## src/rtl/uart_rx_os.sv

```systemverilog
// Oversampling UART receiver: start-bit validation, mid-bit sampling, and parity/framing/overrun
// reporting. Received words are handed over through a one-entry valid/ready holding register.
module uart_rx_os #(
  parameter int DATA_BITS  = 8,
  parameter int OVERSAMPLE = 16,
  parameter int PARITY     = 0,
  parameter int STOP_BITS  = 1
) (
  input  logic                 clk,
  input  logic                 rst,
  input  logic                 tick,
  input  logic                 rx_in,
  output logic [DATA_BITS-1:0] rx_data,
  output logic                 rx_valid,
  input  logic                 rx_ready,
  output logic                 parity_err,
  output logic                 frame_err,
  output logic                 overrun,
  output logic                 busy
);

  localparam int SW = $clog2(OVERSAMPLE);
  localparam int BW = $clog2(DATA_BITS + 1);

  typedef enum logic [2:0] {IDLE, START, DATA, PAR, STOP, BREAK} state_t;

  state_t               state, state_next;
  logic                 rx_meta, rx_s;
  logic [SW-1:0]        scnt;
  logic [BW-1:0]        bit_idx;
  logic                 stop_idx;
  logic [DATA_BITS-1:0] shreg;
  logic                 perr, ferr;
  logic                 half_bit, mid_bit, deliver, ferr_final, perr_sample;

  assign half_bit    = tick && (scnt == SW'(OVERSAMPLE/2 - 1));
  assign mid_bit     = tick && (scnt == SW'(OVERSAMPLE - 1));
  assign ferr_final  = ferr | ~rx_s;
  assign perr_sample = (PARITY == 1) ? ~(^{shreg, rx_s}) : (^{shreg, rx_s});
  assign busy        = (state != IDLE);

  always_ff @(posedge clk) begin
    if (rst) state <= IDLE;
    else     state <= state_next;
  end

  always_comb begin
    state_next = state;
    deliver    = 1'b0;
    case (state)
      IDLE:  if (tick && !rx_s) state_next = START;
      START: if (half_bit) state_next = rx_s ? IDLE : DATA;
      DATA:  if (mid_bit && bit_idx == BW'(DATA_BITS - 1))
               state_next = (PARITY != 0) ? PAR : STOP;
      PAR:   if (mid_bit) state_next = STOP;
      STOP:  if (mid_bit && stop_idx == 1'(STOP_BITS - 1)) begin
               deliver    = 1'b1;
               state_next = ferr_final ? BREAK : IDLE;
             end
      BREAK: if (tick && rx_s) state_next = IDLE;
      default: state_next = IDLE;
    endcase
  end

  // Synchroniser resets high so a reset never looks like a start bit.
  always_ff @(posedge clk) begin
    if (rst) begin
      rx_meta  <= 1'b1;
      rx_s     <= 1'b1;
      scnt     <= '0;
      bit_idx  <= '0;
      stop_idx <= 1'b0;
      shreg    <= '0;
      perr     <= 1'b0;
      ferr     <= 1'b0;
    end else begin
      rx_meta <= rx_in;
      rx_s    <= rx_meta;
      if (state_next != state || state == IDLE) scnt <= '0;
      else if (tick)                            scnt <= scnt + 1'b1;
      case (state)
        START: begin
          bit_idx  <= '0;
          stop_idx <= 1'b0;
          perr     <= 1'b0;
          ferr     <= 1'b0;
        end
        DATA: if (mid_bit) begin
          shreg   <= {rx_s, shreg[DATA_BITS-1:1]};
          bit_idx <= bit_idx + 1'b1;
        end
        PAR:  if (mid_bit) perr <= perr_sample;
        STOP: if (mid_bit) begin
          ferr     <= ferr_final;
          stop_idx <= stop_idx + 1'b1;
        end
        default: ;
      endcase
    end
  end

  // A delivery into a full, unaccepted holding register is dropped and flagged as overrun.
  always_ff @(posedge clk) begin
    if (rst) begin
      rx_data    <= '0;
      rx_valid   <= 1'b0;
      parity_err <= 1'b0;
      frame_err  <= 1'b0;
      overrun    <= 1'b0;
    end else begin
      if (rx_valid && rx_ready) begin
        rx_valid <= 1'b0;
        overrun  <= 1'b0;
      end
      if (deliver) begin
        if (!rx_valid || rx_ready) begin
          rx_data    <= shreg;
          parity_err <= (PARITY != 0) ? perr : 1'b0;
          frame_err  <= ferr_final;
          rx_valid   <= 1'b1;
        end else begin
          overrun <= 1'b1;
        end
      end
    end
  end

endmodule

```

## config.mk

```make
export PLATFORM = sky130hd
export DESIGN_NAME = uart_rx_os
export DESIGN_NICKNAME = d
export VERILOG_FILES = /design/src/rtl/uart_rx_os.sv
export SDC_FILE = /design/constraint.sdc
export NUM_CORES = 1
export LEC_CHECK = 0
export ABC_AREA = 0
export CORE_ASPECT_RATIO = 0.6
export CORE_MARGIN = 1
export CORE_UTILIZATION = 30
export DETAILED_ROUTE_END_ITERATION = 8
export PLACE_DENSITY_LB_ADDON = 0.25
export SLEW_MARGIN = 20
export SYNTH_ARGS = -nofsm -noshare
export SYNTH_HDL_FRONTEND = slang
export SYNTH_SLANG_ARGS = --single-unit
```

## constraint.sdc

```tcl
create_clock -name clk -period 1.8 [get_ports clk]
set_input_delay 0.54 -clock clk [delete_from_list [all_inputs] [get_ports clk]]
set_output_delay 0.54 -clock clk [all_outputs]
set_load 0.02 [all_outputs]
```

==> results.txt <==
----------------------------------------------------
[Status]
  Run status ... complete, no violations

[CTS]
  Maximum clock path buffer count ... 2
  Clock slew at reported path FFs ... 0.07 ns
  Cts-stage hold buffer count ... 0
  Total number of H-tree levels ... 2
  Later-pin clock latency in the skew report ... ~0.29 ns
  TritonCTS Buffers ... 5
  Buffer type at the clock tree root ... sky130_fd_sc_hd__clkbuf_8
  TritonCTS clock tree ... done
  # clock sinks ... 34

[Setup path]
  Category of the critical setup timing path ... flop to flop
  CP Launch Point ... state[1]
  Worst Path Required ... 1.98 ns
  Worst flop-to-flop path startpoint ... state[1]
  Worst setup slack for register-to-register paths ... about 0.026 ns
  CP max FO ... 10
  Crit path launch type ... flop
  Data arrival time at the worst-slack endpoint ... 1.95 ns
  Type of destination of the critical path ... flop

[Die]
  Die extent in x ... 95.1 µm
  Die Span Y ... 57.9 µm
  # IOs ... 18
  Starting Density ... 32.7%
  Standard-cell row count ... 19
  Core area ... roughly 4800 µm²
  Overall die area ... about 5500 µm²

[Placement]
  Quantity of I/O buffers inserted on ports ... 16
  Post-detail-place hpwl ... 2430 µm
  Placement-stage worst setup slack ... -0.456 ns
  Cell area after placement ... 1900 µm²
  Placer Congestion ... slightly below 0.8
  Placed Cells incl. Taps ... 261

[Timing]
  Worst clock skew on the final layout ... 0.00319 ns
  Setup repair after global routing missed its margin ... yes
  Final clock period utilization by the worst path ... 98.5%
  Tmin final ... 1.77 ns
  Hold_ws ... about 0.41 ns
  Maximum frequency from static timing analysis ... 0.564 GHz
  Number of failing hold endpoints at the final stage ... 0
  Number of setup violations in the final report ... 0
  Least setup slack across all paths after layout ... between 0.02 and 0.03 ns
  Fin. max-slew vios ... 0

[Logic synthesis]
  Number of warnings issued by yosys ... 0
  Count of mapped cells out of synthesis ... 171
  Synthesized flop and latch total ... 34
  Number of synthesized flops with an enable pin ... 0
  Synthesized Nets ... ~180
  Post-synthesis sequential area ratio ... about 44%
  Post-synthesis average cell area ... 9.13 µm²
  Primary FF master, synth ... sky130_fd_sc_hd__dfxtp_1
  Cell variety after synth ... between 40 and 50
  Synth Cell Area ... 1560 µm²
  Asr flop ratio synth ... 0%

[Final layout]
  Final cell area excluding filler cells ... 2100 µm²
  Nets ... ~220
  Number of inserted diodes ... 0
  Most frequent standard cell in the layout excluding fill and tap cells ... sky130_fd_sc_hd__dfxtp_1
  Area added between synthesis and finish ... 34.6%
  Fraction of final layout cells sized beyond drive strength 1 ... 25.6%
  Filler-free cell count of the finished design ... 274
  Layout fillers ... 480
  Leading cell types in the layout, fill and taps excluded ... sky130_fd_sc_hd__dfxtp_1, sky130_fd_sc_hd__buf_4, sky130_fd_sc_hd__nand2_1

[GRT]
  Initial antenna violation count ... 0
  Largest net degree at the start of global routing ... 18
  Global-route wire length before repair ... 5500 µm
  Overall Global Routing Usage ... between 10% and 20%
  Number of global-route vias before repair ... 1109
  Leftover overflow at the end of global routing ... 0

[Route]
  Final routed wire length divided by cell count ... 12.9 µm
  Initial drt markers ... just over 70
  DRC viols ... 0
  Drt via density ... between 4 and 5
  Total vias in the final route ... 1285
  Final routed wirelength across all metal layers ... between 3000 and 4000 µm
  Antenna violation net count after detailed routing ... 0
  DR pass1 iterations ... 4

[Power and ir drop]
  Power density over the cells ... roughly 670 nW/µm²
  Total power after layout ... 1.40 mW
  Maximum VDD drop ... 0.292 mV
  Leakage power summed over all cells ... 0.846 nW

[Min path]
  Start point of the worst min-delay path ... rx_meta
  Worst min path class ... flop to flop

[Run]
  Max Cap Violations ... 0

----------------------------------------------------
[metal layers]
layer	vias to the layer above	track usage (%)	share of wire, %
met2	26	15.2	36
met5	-	0	0
met3	3	3.94	3.9
met4	0	5.84	0.76
met1	587	22.1	60
li1	669	-	-
[state kept, by name, indices dropped and copies added (netlist names)]
register,flops
frame_err,1
rx_meta,1
rx_s,1
overrun,1
ferr,1
state,3
scnt,4
stop_idx,1
bit_idx,4
rx_valid,1
shreg,8
rx_data,8
[Yosys cell counts, types with 4 or more instances]
master	n	area share [%]
sky130_fd_sc_hd__mux2i_1	10	6.4
sky130_fd_sc_hd__dfxtp_1	34	44
sky130_fd_sc_hd__nand2_1	20	4.8
sky130_fd_sc_hd__nor3_1	6	1.9
sky130_fd_sc_hd__nand2b_1	4	1.6
sky130_fd_sc_hd__a211oi_1	4	1.9
sky130_fd_sc_hd__nand3_1	5	1.6
sky130_fd_sc_hd__a21oi_1	16	5.1
sky130_fd_sc_hd__nor2_1	16	3.8
[critical path: stages, from the launching register on]
cell and delay [ns]:
sky130_fd_sc_hd__dfxtp_2 0.32, sky130_fd_sc_hd__buf_6 0.13, sky130_fd_sc_hd__or3b_4 0.43, sky130_fd_sc_hd__nor4b_4 0.21, sky130_fd_sc_hd__buf_4 0.17, sky130_fd_sc_hd__buf_12 0.12, sky130_fd_sc_hd__mux2i_1 0.21, sky130_fd_sc_hd__nor2_1 0.06
[metrics by stage]
step,utilization [%],setup TNS (ns)
floorplan,-,0
global placement,39.8,-9.18
CTS,42.0,0
finish,44.0,0
detailed placement,39.8,-9.57
global route,44.0,-0.146
[layout make-up]
class	count	area [µm²]	area share, %
sequential	34	683	32.5
tap	63	78.8	3.75
timing repair buffer	44	414	19.7
inverter	3	11.3	0.536
clock buffer	7	86.3	4.11
multi-input combinational	122	823	39.2
clock inverter	1	5.00	0.238
[what timing repair did]
action,CTS,global route
pin swaps,0,1
gates resized for setup,11,13
setup endpoints to repair,24,12
cloned,0,1
buffers inserted,0,4
[report_power, final]
part           internal [mW]  switching, mW
sequential             0.755        0.00303
clock                  0.309          0.276
combinational         0.0282         0.0326
total                   1.09          0.312
[kinds of logic (layout without fill, tap and decap cells)]
| group | Yosys count | in the layout | synth area share (%) |
|---|---|---|---|
| buf+inv | 15 | 55 | 6.01 |
| compound gates | 29 | 29 | 11.9 |
| mux | 11 | 11 | 7.37 |
| fa+ha+maj | 2 | 2 | 1.60 |
| flops | 34 | 34 | 43.6 |
| simple gates | 73 | 73 | 26.0 |
| other cells | 1 | 1 | 0.240 |
| xor+xnor | 6 | 6 | 3.37 |
[worst paths after layout]
check,end,cells past startpoint
setup / recovery,frame_err,7
hold / removal,rx_s,1
setup reg to reg,frame_err,7
hold reg to reg,rx_s,1
Note: power is estimated with default switching activity, not from simulation.
